### src/rtl/axi4_burst_master.sv
// Command-driven AXI4 burst master: one command per cycle into AW/AR pending slots,
// W beats framed by a length FIFO, R passed straight through, response errors latched.
module axi4_burst_master #(
    parameter int ADDR_WIDTH        = 32,
    parameter int DATA_WIDTH        = 128,
    parameter int MAX_OUTSTANDING_W = 4,
    parameter int MAX_OUTSTANDING_R = 4
) (
    input  logic                      clk,
    input  logic                      rst_n,
    input  logic                      cmd_valid,
    output logic                      cmd_ready,
    input  logic [ADDR_WIDTH-1:0]     cmd_addr,
    input  logic [7:0]                cmd_len,
    input  logic [1:0]                cmd_burst,
    input  logic                      cmd_rw,
    output logic                      cmd_err,
    input  logic                      s_wvalid,
    output logic                      s_wready,
    input  logic [DATA_WIDTH-1:0]     s_wdata,
    input  logic [DATA_WIDTH/8-1:0]   s_wstrb,
    output logic                      awvalid,
    input  logic                      awready,
    output logic [ADDR_WIDTH-1:0]     awaddr,
    output logic [7:0]                awlen,
    output logic [2:0]                awsize,
    output logic [1:0]                awburst,
    output logic                      wvalid,
    input  logic                      wready,
    output logic [DATA_WIDTH-1:0]     wdata,
    output logic [DATA_WIDTH/8-1:0]   wstrb,
    output logic                      wlast,
    input  logic                      bvalid,
    output logic                      bready,
    input  logic [1:0]                bresp,
    output logic                      arvalid,
    input  logic                      arready,
    output logic [ADDR_WIDTH-1:0]     araddr,
    output logic [7:0]                arlen,
    output logic [2:0]                arsize,
    output logic [1:0]                arburst,
    input  logic                      rvalid,
    output logic                      rready,
    input  logic [DATA_WIDTH-1:0]     rdata,
    input  logic [1:0]                rresp,
    input  logic                      rlast,
    output logic                      m_rvalid,
    input  logic                      m_rready,
    output logic [DATA_WIDTH-1:0]     m_rdata,
    output logic [1:0]                m_rresp,
    output logic                      m_rlast,
    input  logic                      err_clr,
    output logic                      err_sticky,
    output logic                      busy
);

    localparam int BYTES = DATA_WIDTH / 8;
    localparam int SIZE  = $clog2(BYTES);
    localparam int WCW   = $clog2(MAX_OUTSTANDING_W + 1);
    localparam int RCW   = $clog2(MAX_OUTSTANDING_R + 1);
    localparam int FPW   = (MAX_OUTSTANDING_W > 1) ? $clog2(MAX_OUTSTANDING_W) : 1;
    localparam logic [ADDR_WIDTH-1:0] ALIGN_MASK =
        ~((ADDR_WIDTH'(1) << SIZE) - ADDR_WIDTH'(1));

    // FIXED/WRAP lengths and the INCR 4KB boundary are judged on the raw command address.
    function automatic logic cmd_illegal(input logic [11:0] addr_lo,
                                         input logic [7:0]  len,
                                         input logic [1:0]  burst);
        logic [31:0] end_v;
        logic        ill_v;
        end_v = {20'd0, addr_lo} + (({24'd0, len} + 32'd1) << SIZE);
        case (burst)
            2'b00:   ill_v = (len > 8'd15);
            2'b01:   ill_v = (end_v > 32'd4096);
            2'b10:   ill_v = !((len == 8'd1) || (len == 8'd3) || (len == 8'd7) || (len == 8'd15));
            default: ill_v = 1'b1;
        endcase
        return ill_v;
    endfunction

    function automatic logic [FPW-1:0] ptr_next(input logic [FPW-1:0] p);
        logic [FPW-1:0] n_v;
        if (p == FPW'(MAX_OUTSTANDING_W - 1)) begin
            n_v = {FPW{1'b0}};
        end else begin
            n_v = p + FPW'(1);
        end
        return n_v;
    endfunction

    logic                  aw_pend_r;
    logic [ADDR_WIDTH-1:0] aw_addr_r;
    logic [7:0]            aw_len_r;
    logic [1:0]            aw_burst_r;
    logic                  ar_pend_r;
    logic [ADDR_WIDTH-1:0] ar_addr_r;
    logic [7:0]            ar_len_r;
    logic [1:0]            ar_burst_r;
    logic [WCW-1:0]        w_cnt_r;
    logic [RCW-1:0]        r_cnt_r;
    logic [7:0]            fifo_mem_r [MAX_OUTSTANDING_W];
    logic [FPW-1:0]        fifo_wr_ptr_r;
    logic [FPW-1:0]        fifo_rd_ptr_r;
    logic [WCW-1:0]        fifo_cnt_r;
    logic [7:0]            beat_cnt_r;
    logic                  cmd_err_r;
    logic                  err_sticky_r;
    logic                  bready_r;

    logic wr_ok_s, rd_ok_s, cmd_acc_s, ill_s, wr_acc_s, rd_acc_s;
    logic fifo_nempty_s, w_hs_s, w_pop_s, b_hs_s, r_hs_s, r_done_s, err_set_s;
    logic [7:0] fifo_head_s;

    // A direction can take a command when its address slot drains this cycle and limits allow.
    assign wr_ok_s   = (!aw_pend_r || awready) && (w_cnt_r < WCW'(MAX_OUTSTANDING_W))
                       && (fifo_cnt_r < WCW'(MAX_OUTSTANDING_W));
    assign rd_ok_s   = (!ar_pend_r || arready) && (r_cnt_r < RCW'(MAX_OUTSTANDING_R));
    assign cmd_ready = cmd_rw ? rd_ok_s : wr_ok_s;
    assign cmd_acc_s = cmd_valid && cmd_ready;
    assign ill_s     = cmd_illegal(cmd_addr[11:0], cmd_len, cmd_burst);
    assign wr_acc_s  = cmd_acc_s && !cmd_rw && !ill_s;
    assign rd_acc_s  = cmd_acc_s && cmd_rw && !ill_s;

    assign fifo_nempty_s = (fifo_cnt_r != WCW'(0));
    assign fifo_head_s   = fifo_mem_r[fifo_rd_ptr_r];
    assign wvalid        = s_wvalid && fifo_nempty_s;
    assign s_wready      = wready && fifo_nempty_s;
    assign wdata         = s_wdata;
    assign wstrb         = s_wstrb;
    assign wlast         = (beat_cnt_r == fifo_head_s);
    assign w_hs_s        = wvalid && wready;
    assign w_pop_s       = w_hs_s && wlast;

    assign b_hs_s    = bvalid && bready_r;
    assign r_hs_s    = rvalid && m_rready;
    assign r_done_s  = r_hs_s && rlast;
    assign err_set_s = (b_hs_s && (bresp != 2'b00)) || (r_hs_s && (rresp != 2'b00));

    assign awvalid = aw_pend_r;
    assign awaddr  = aw_addr_r;
    assign awlen   = aw_len_r;
    assign awsize  = 3'(SIZE);
    assign awburst = aw_burst_r;
    assign arvalid = ar_pend_r;
    assign araddr  = ar_addr_r;
    assign arlen   = ar_len_r;
    assign arsize  = 3'(SIZE);
    assign arburst = ar_burst_r;
    assign bready  = bready_r;

    assign m_rvalid = rvalid;
    assign rready   = m_rready;
    assign m_rdata  = rdata;
    assign m_rresp  = rresp;
    assign m_rlast  = rlast;

    assign cmd_err    = cmd_err_r;
    assign err_sticky = err_sticky_r;
    assign busy       = aw_pend_r || ar_pend_r || (w_cnt_r != WCW'(0))
                        || (r_cnt_r != RCW'(0)) || fifo_nempty_s;

    // AW pending slot: load on legal write accept, release on address handshake.
    always_ff @(posedge clk or negedge rst_n) begin
        if (!rst_n) begin
            aw_pend_r  <= 1'b0;
            aw_addr_r  <= {ADDR_WIDTH{1'b0}};
            aw_len_r   <= 8'd0;
            aw_burst_r <= 2'b00;
        end else if (wr_acc_s) begin
            aw_pend_r  <= 1'b1;
            aw_addr_r  <= cmd_addr & ALIGN_MASK;
            aw_len_r   <= cmd_len;
            aw_burst_r <= cmd_burst;
        end else if (aw_pend_r && awready) begin
            aw_pend_r  <= 1'b0;
        end else begin
            aw_pend_r  <= aw_pend_r;
        end
    end

    // AR pending slot: load on legal read accept, release on address handshake.
    always_ff @(posedge clk or negedge rst_n) begin
        if (!rst_n) begin
            ar_pend_r  <= 1'b0;
            ar_addr_r  <= {ADDR_WIDTH{1'b0}};
            ar_len_r   <= 8'd0;
            ar_burst_r <= 2'b00;
        end else if (rd_acc_s) begin
            ar_pend_r  <= 1'b1;
            ar_addr_r  <= cmd_addr & ALIGN_MASK;
            ar_len_r   <= cmd_len;
            ar_burst_r <= cmd_burst;
        end else if (ar_pend_r && arready) begin
            ar_pend_r  <= 1'b0;
        end else begin
            ar_pend_r  <= ar_pend_r;
        end
    end

    // Outstanding write bursts: accepted but not yet answered on B.
    always_ff @(posedge clk or negedge rst_n) begin
        if (!rst_n) begin
            w_cnt_r <= WCW'(0);
        end else begin
            case ({wr_acc_s, b_hs_s && (w_cnt_r != WCW'(0))})
                2'b10:   w_cnt_r <= w_cnt_r + WCW'(1);
                2'b01:   w_cnt_r <= w_cnt_r - WCW'(1);
                default: w_cnt_r <= w_cnt_r;
            endcase
        end
    end

    // Outstanding read bursts: accepted but last R beat not yet delivered.
    always_ff @(posedge clk or negedge rst_n) begin
        if (!rst_n) begin
            r_cnt_r <= RCW'(0);
        end else begin
            case ({rd_acc_s, r_done_s && (r_cnt_r != RCW'(0))})
                2'b10:   r_cnt_r <= r_cnt_r + RCW'(1);
                2'b01:   r_cnt_r <= r_cnt_r - RCW'(1);
                default: r_cnt_r <= r_cnt_r;
            endcase
        end
    end

    // W-length FIFO: one entry per legal write, popped on each wlast handshake.
    always_ff @(posedge clk or negedge rst_n) begin
        if (!rst_n) begin
            for (int i = 0; i < MAX_OUTSTANDING_W; i++) begin
                fifo_mem_r[i] <= 8'd0;
            end
            fifo_wr_ptr_r <= {FPW{1'b0}};
            fifo_rd_ptr_r <= {FPW{1'b0}};
            fifo_cnt_r    <= WCW'(0);
        end else begin
            if (wr_acc_s) begin
                fifo_mem_r[fifo_wr_ptr_r] <= cmd_len;
                fifo_wr_ptr_r             <= ptr_next(fifo_wr_ptr_r);
            end else begin
                fifo_wr_ptr_r <= fifo_wr_ptr_r;
            end
            if (w_pop_s) begin
                fifo_rd_ptr_r <= ptr_next(fifo_rd_ptr_r);
            end else begin
                fifo_rd_ptr_r <= fifo_rd_ptr_r;
            end
            case ({wr_acc_s, w_pop_s})
                2'b10:   fifo_cnt_r <= fifo_cnt_r + WCW'(1);
                2'b01:   fifo_cnt_r <= fifo_cnt_r - WCW'(1);
                default: fifo_cnt_r <= fifo_cnt_r;
            endcase
        end
    end

    // Beat position within the current W burst.
    always_ff @(posedge clk or negedge rst_n) begin
        if (!rst_n) begin
            beat_cnt_r <= 8'd0;
        end else if (w_pop_s) begin
            beat_cnt_r <= 8'd0;
        end else if (w_hs_s) begin
            beat_cnt_r <= beat_cnt_r + 8'd1;
        end else begin
            beat_cnt_r <= beat_cnt_r;
        end
    end

    // Illegal-command pulse, sticky response error (set beats clear), B always ready.
    always_ff @(posedge clk or negedge rst_n) begin
        if (!rst_n) begin
            cmd_err_r    <= 1'b0;
            err_sticky_r <= 1'b0;
            bready_r     <= 1'b0;
        end else begin
            cmd_err_r <= cmd_acc_s && ill_s;
            bready_r  <= 1'b1;
            if (err_set_s) begin
                err_sticky_r <= 1'b1;
            end else if (err_clr) begin
                err_sticky_r <= 1'b0;
            end else begin
                err_sticky_r <= err_sticky_r;
            end
        end
    end

endmodule

### config.mk
export PLATFORM = sky130hd
export DESIGN_NAME = axi4_burst_master
export DESIGN_NICKNAME = d
export VERILOG_FILES = /design/src/rtl/axi4_burst_master.sv
export SDC_FILE = /design/constraint.sdc
export NUM_CORES = 1
export LEC_CHECK = 0
export ABC_CLOCK_PERIOD_IN_PS = 4400
export BUFFER_PORTS_ARGS = -buffer_cell sky130_fd_sc_hd__buf_2
export CORE_AREA = 2 2 278 280
export DETAILED_ROUTE_END_ITERATION = 16
export DIE_AREA = 0 0 280 282
export PLACE_DENSITY = 0.41
export SYNTH_ARGS = -nofsm -noshare
export SYNTH_HDL_FRONTEND = slang
export SYNTH_SLANG_ARGS = --single-unit
### constraint.sdc
create_clock -name clk -period 4.4 [get_ports clk]
set_clock_uncertainty 0.05 [all_clocks]
set_input_delay 0.66 -clock clk [delete_from_list [all_inputs] [get_ports clk]]
set_output_delay 0.66 -clock clk [all_outputs]
set_load 0.01 [all_outputs]
Word level (Yosys, flattened, before mapping)
Cells that the tools add are included.
{"block": "word_totals", "regBits": 134, "in_bits": 331, "output_inout_bits": 377, "elab_cells": 129}
{"block": "op_classes", "n_addsub": 11, "order_cmp": 8, "n_eq_ne": 15, "n_mux": 21, "bitwise": 2, "n_reduce_logical": 51}
{"op": "8-bit 2-to-1 mux", "count": 5}
{"op": "32-bit bitwise mux", "count": 1}
{"op": "1-bit logical AND", "count": 23}
{"op": "3-bit one-hot mux with 2 select lines", "count": 3}
{"op": "2-bit nonzero test", "count": 9}
{"op": "8-bit binary-select mux with 2-bit select", "count": 1}
{"op": "8-bit demux with 2-bit select", "count": 1}
{"op": "12-bit by 13-bit adder with 14-bit output", "count": 1}
{"op": "14-bit by 13-bit greater-than comparator with 1-bit output, second input constant", "count": 1}
{"op": "2-bit == test, second input constant", "count": 6}
{"op": "1-bit logical OR", "count": 10}
{"op": "3-bit by 1-bit adder with 3-bit output, second input constant", "count": 3}
{"op": "8-bit by 1-bit adder with 9-bit output, second input constant", "count": 1}
{"op": "3-bit less-than comparator, second input constant", "count": 3}
{"op": "3-bit nonzero test", "count": 3}
{"op": "3-bit by 1-bit subtractor with 3-bit output, second input constant", "count": 3}
{"op": "8-bit by 1-bit adder with 8-bit output, second input constant", "count": 1}
{"op": "2-bit by 1-bit == test with 1-bit output, second input constant", "count": 4}
{"op": "8-bit by 1-bit == test with 1-bit output, second input constant", "count": 1}
{"op": "8-bit by 2-bit == test with 1-bit output, second input constant", "count": 1}
{"op": "8-bit by 3-bit == test with 1-bit output, second input constant", "count": 1}
{"op": "8-bit by 4-bit == test with 1-bit output, second input constant", "count": 1}
{"op": "8-bit == test", "count": 1}
{"op": "8-bit by 4-bit greater-than comparator with 1-bit output, second input constant", "count": 1}
{"op": "other kinds (9)", "count": 23}

Logic depth before layout (Yosys ltp)
{"block": "logic_depth", "word_depth": 10, "ltp_mapped": 21, "mapped_depth_nobuf": 18}

Least setup slack after synthesis
OpenSTA, ideal clock, no wires.
{"block": "synth_path", "path_kind": "input to register", "startpoint": "input cmd_len[4]", "endpoint": "register r_cnt_r[2]", "setup_ns": 0.080, "t_arrival_ns": 4.491, "required_time_ns": 4.270, "slack_ns": -0.221, "cell_stages": 21, "path_buffers": 4, "path_cell_list": "clkbuf_1 -> nand3_1 -> nor3_1 -> xor2_1 -> ha_1 -> buf_4 -> and3_1 -> a211oi_1 -> a32oi_1 -> xnor2_1 -> a311oi_4 -> nor2_2 -> buf_4 -> buf_6 -> inv_1 -> ha_1 -> inv_1 -> fa_1 -> xor2_1 -> nor2_1 -> xnor2_1"}
{"block": "synth_via", "elab_chain_len": 10, "elab_cells_between_ends": 19, "classes_between": "2 x add/sub; 2 x order compare; 6 x eq/ne; 2 x mux; 7 x reduce/logical"}
{"element": "from (decl)", "line_no": "14", "rtl": "input logic [7:0] cmd_len,"}
{"element": "branches (longest 5 deep; another with 12-bit by 13-bit adder with 14-bit output)"}
{"element": "1-bit one-hot mux with 3 select lines *", "line_no": "72", "rtl": "case (burst)"}
{"element": "1-bit zero test *", "line_no": "122", "rtl": "assign rd_acc_s = cmd_acc_s && cmd_rw && !ill_s;"}
{"element": "1-bit logical AND *", "line_no": "122"}
{"element": "2-bit by 1-bit == test with 1-bit output or 2-bit == test (tied branches)", "line_no": "218", "rtl": "case ({rd_acc_s, r_done_s && (r_cnt_r != RCW'(0))})"}
{"element": "3-bit one-hot mux with 2 select lines or 2-bit nonzero test (tied branches)"}
{"element": "to (signal assigned)", "line_no": "219", "rtl": "2'b10: r_cnt_r <= r_cnt_r + RCW'(1);"}
{"element": "to (signal assigned)", "line_no": "220", "rtl": "2'b01: r_cnt_r <= r_cnt_r - RCW'(1);"}
{"element": "to (signal assigned)", "line_no": "221", "rtl": "default: r_cnt_r <= r_cnt_r;"}
{"element": "to (decl)", "line_no": "100", "rtl": "logic [RCW-1:0] r_cnt_r;"}
Every way passes the cells marked *.
A chain may end at the register's enable or synchronous reset.

Final worst setup path
{"block": "layout_path", "startpoint": "input cmd_len[0]", "endpoint": "register w_cnt_r[2]"}
{"block": "layout_via", "elab_chain_len": 10, "elab_cells_between_ends": 19, "classes_between": "2 x add/sub; 2 x order compare; 6 x eq/ne; 2 x mux; 7 x reduce/logical"}
{"element": "branches (longest 5 deep; another with 12-bit by 13-bit adder with 14-bit output)"}
{"element": "1-bit one-hot mux with 3 select lines *", "line_no": "72"}
{"element": "1-bit zero test *", "line_no": "121", "rtl": "assign wr_acc_s = cmd_acc_s && !cmd_rw && !ill_s;"}
{"element": "1-bit logical AND *", "line_no": "121"}
{"element": "2-bit by 1-bit == test with 1-bit output or 2-bit == test (tied branches)", "line_no": "205", "rtl": "case ({wr_acc_s, b_hs_s && (w_cnt_r != WCW'(0))})"}
{"element": "3-bit one-hot mux with 2 select lines or 2-bit nonzero test (tied branches)"}
{"element": "to (signal assigned)", "line_no": "206", "rtl": "2'b10: w_cnt_r <= w_cnt_r + WCW'(1);"}
{"element": "to (signal assigned)", "line_no": "207", "rtl": "2'b01: w_cnt_r <= w_cnt_r - WCW'(1);"}
{"element": "to (signal assigned)", "line_no": "208", "rtl": "default: w_cnt_r <= w_cnt_r;"}
{"element": "to (decl)", "line_no": "99", "rtl": "logic [WCW-1:0] w_cnt_r;"}
Marks and branches as above.

==> run metrics <==
Post-DP Area approximately 8600 um^2; Via density 3.08; Yosys top cell area share 0.392; pins over their slew limit 0; Final Cell Area roughly 9200 um^2; Clock Sinks 134; vias in the first global route between 5000 and 6000; Diodes inserted 0; Final TNS setup 0 ps; cts hold-fix bufs 0; initial core utilization 0.113; CP startpoint cmd_len[0]; first-pass GRT wire length 53400 um; Worst path most repeated cell inv_1; Most used DFF post-synth dfrtp_1; IO Port Bufs ~150; largest net degree at the start of global routing 65; initial antenna violation count 4; clk slew on worst S/H paths ~60 ps; Simple-Gate Fraction of Synth Area 0.0580; Starting DRT DRC Count about 230; final setup violation count 0; #FFs+latches synth ~130; reg2reg start fifo_rd_ptr_r[0]; FF-to-FF setup slack between 800 and 900 ps; period utilisation layout 0.922; Post-synth ARST share 1.00; CP startpoint kind input pin; area grow syn2layout 7.06%; Setup CP Type input pin to register; clock tree from TritonCTS done; DIE HEIGHT ~280 um; postcts setup bufs 0; final hold viol count 0; Peak supply drop between 0.3 and 0.4 mV; io pins between 700 and 800; via count 5111; required time of the critical path 4660 ps; Rel. slew slack 0.569; Clk Latency, worst-skew pair around 440 ps; crit path cell chain buf_2, buf_4, ha_1, inv_1, fa_1, or4_1, nor4_1, nand3_1, nor3_1, a311oi_4, nor2_4, inv_1, ha_1, inv_1, fa_1, xor2_1, nor2_1, xor2_1; R2R Path End fifo_cnt_r[2]; GR Overflow Total 0; mux cell area share after synthesis 0.171; gpl congestion between 0.7 and 0.8; # DRC 0; TritonCTS Buffers 17; worst setup path endpoint w_cnt_r[2]; largest family of logic cells by synthesized area buffers and inverters; Yosys warnings 0; Clock Root Buffer clkbuf_16; Least-Margin Pin Slew about 640 ps; status complete, no violations; worst reg-to-reg path cell count 10; router iterations before antenna repair 6; P_leak 3.96 nW; most frequent cell after synthesis buf_4; # H-tree levels 4; Core Util, Final 0.121; Max-cap violations 0; CP max stage cell nor3_1; Post-synth top cells buf_4 (297), dfrtp_1 (134), mux2_2 (101), inv_1 (23), ha_1 (20); nets just over 1000; Die X-Extent about 280 um; Netlist Area Pre-Place around 8600 um^2; Cells after Synth just under 800; Cell Rows around 100; CP arrival around 4300 ps; Routed WL per cell 25.4 um; Post-Synth XOR/XNOR Area 0.0266; hpwl dp approximately 36000 um; Tot Pwr a little over 5 mW; CTS max path bufs 2; PwrDens approximately 560 nW/um^2; number of flops mapped to enable cells by yosys 0; Final min period roughly 4100 ps; sequential area share after synthesis 0.392; non-filler instance count after layout about 1700; biggest area consumer among synthesized cells dfrtp_1; core footprint 75700 um^2; Peak Freq about 250 MHz; Worst Hold Class input pin to asynchronous set/reset pin; Compound-Gate Fraction of Synth Area 0.0368; ranking of synthesized cells by area dfrtp_1 (39%), buf_4 (26%), mux2_2 (13%); Largest stage delay, worst path ~450 ps; Placed Instances about 1600; gr usage total 0.103; CTS resizes 0; RSZ-0062 raised after global routing false; die area approximately 80000 um^2; drt total wl 42100 um; crit-path max FO 7; CP Capture Type register; Unique masters post-synth 52; share of layout cells above drive strength 1 0.479; adder-cell share of the synthesized area 0.0386; syn_area_per_cell 11.1 um^2; Final ANT Viol Nets 0
==> worst max-delay path, delay by kind of cell <==
kind | cells | cell delay, ps
adders and majority gates | 4 | 1070
AOI/OAI and AO/OA | 1 | 230
xor gates and xnor gates | 2 | 290
and+or+nand+nor | 6 | 1490
buffers and inverters | 5 | 550
==> worst min path at each step <==
stage | endpoint | cells after the start | from
2_1_floorplan | araddr[10] | 0 | rst_n
3_3_place_gp | arlen[3] | 1 | arlen[3]
3_5_place_dp | araddr[30] | 1 | araddr[30]
4_1_cts | awaddr[4] | 1 | rst_n
5_1_grt | awaddr[9] | 1 | rst_n
6_report | awaddr[4] | 1 | rst_n
==> sequential cells by signal, summed over array words and instances (netlist names) <==
name,flops
fifo_mem_r,32
araddr,28
awaddr,28
arlen,8
awlen,8
beat_cnt_r,8
fifo_cnt_r,3
r_cnt_r,3
w_cnt_r,3
arburst,2
awburst,2
fifo_rd_ptr_r,2
fifo_wr_ptr_r,2
arvalid,1
awvalid,1
bready,1
cmd_err,1
err_sticky,1
==> per-stage QoR <==
stage | worst slack, ps | hold slack, ps
after floorplan | 1.71 | 314
after global placement | -8.04 | 419
after detailed placement | -80.4 | 428
after CTS | 381 | 165
after global routing | 128 | 195
final | 345 | 159
==> layout make-up <==
| cell class | instances | area (um^2) |
|---|---|---|
| Timing Repair Buffer | 178 | 1030 |
| Clock inverter | 9 | 103 |
| Multi-Input combinational cell | 317 | 2900 |
| Fill cell | 8539 | 66500 |
| Sequential cell | 134 | 3350 |
| Clock buffer | 22 | 464 |
| Tap cell | 978 | 1220 |
| Inverter | 23 | 86.3 |
==> power by group <==
group          total [mW]  switching (mW)  internal [mW]  leakage, nW
logic                1.62           0.762          0.861         2.00
clock network        1.42           0.565          0.856        0.272
registers            2.09           0.343           1.75         1.69
total                5.13            1.67           3.46         3.96
==> cells in the final DEF, fill, tap and decap left out, types with 3 or more instances in the layout <==
cell / Yosys / layout
buf_2: 3 / 148
dfrtp_1: 134 / 134
mux2_2: 101 / 101
buf_4: 297 / 24
inv_1: 23 / 23
ha_1: 20 / 20
o21ai_0: 17 / 17
xnor2_1: 17 / 17
clkbuf_16: 0 / 17
conb_1: 2 / 15
nand3_1: 13 / 13
nor2_1: 12 / 12
nand2_1: 11 / 11
a21oi_1: 10 / 10
mux2_1: 10 / 10
xor2_1: 9 / 9
nor3_1: 9 / 8
mux4_2: 8 / 8
and3_1: 6 / 6
nand2b_1: 5 / 5
buf_12: 0 / 5
nor2b_1: 4 / 4
nand4_1: 4 / 4
nor3b_4: 4 / 4
fa_1: 4 / 4
clkinv_2: 0 / 4
a31oi_1: 3 / 3
or4_1: 3 / 3
mux2i_1: 3 / 3
clkinvlp_4: 0 / 3
clkbuf_1: 6 / 3
==> kinds of logic (layout without fill, tap and decap cells) <==
logic type / Yosys count / count (layout)
xor gates and xnor gates: 26 / 26
muxes: 122 / 122
other: 2 / 15
and+or+nand+nor: 83 / 83
buffers and inverters: 331 / 232
DFF: 134 / 134
AOI/OAI and AO/OA: 47 / 47
adders and majority gates: 24 / 24
==> routing by layer <==
| metal | vias up | share of wire | GRT usage |
|---|---|---|---|
| li1 | 2083 | - | - |
| met1 | 2378 | 0.26 | 0.0771 |
| met2 | 515 | 0.47 | 0.165 |
| met3 | 125 | 0.23 | 0.110 |
| met4 | 10 | 0.035 | 0.0439 |
| met5 | - | 0.0097 | 0.0403 |
No activity file was read; power rests on OpenSTA's default activity.
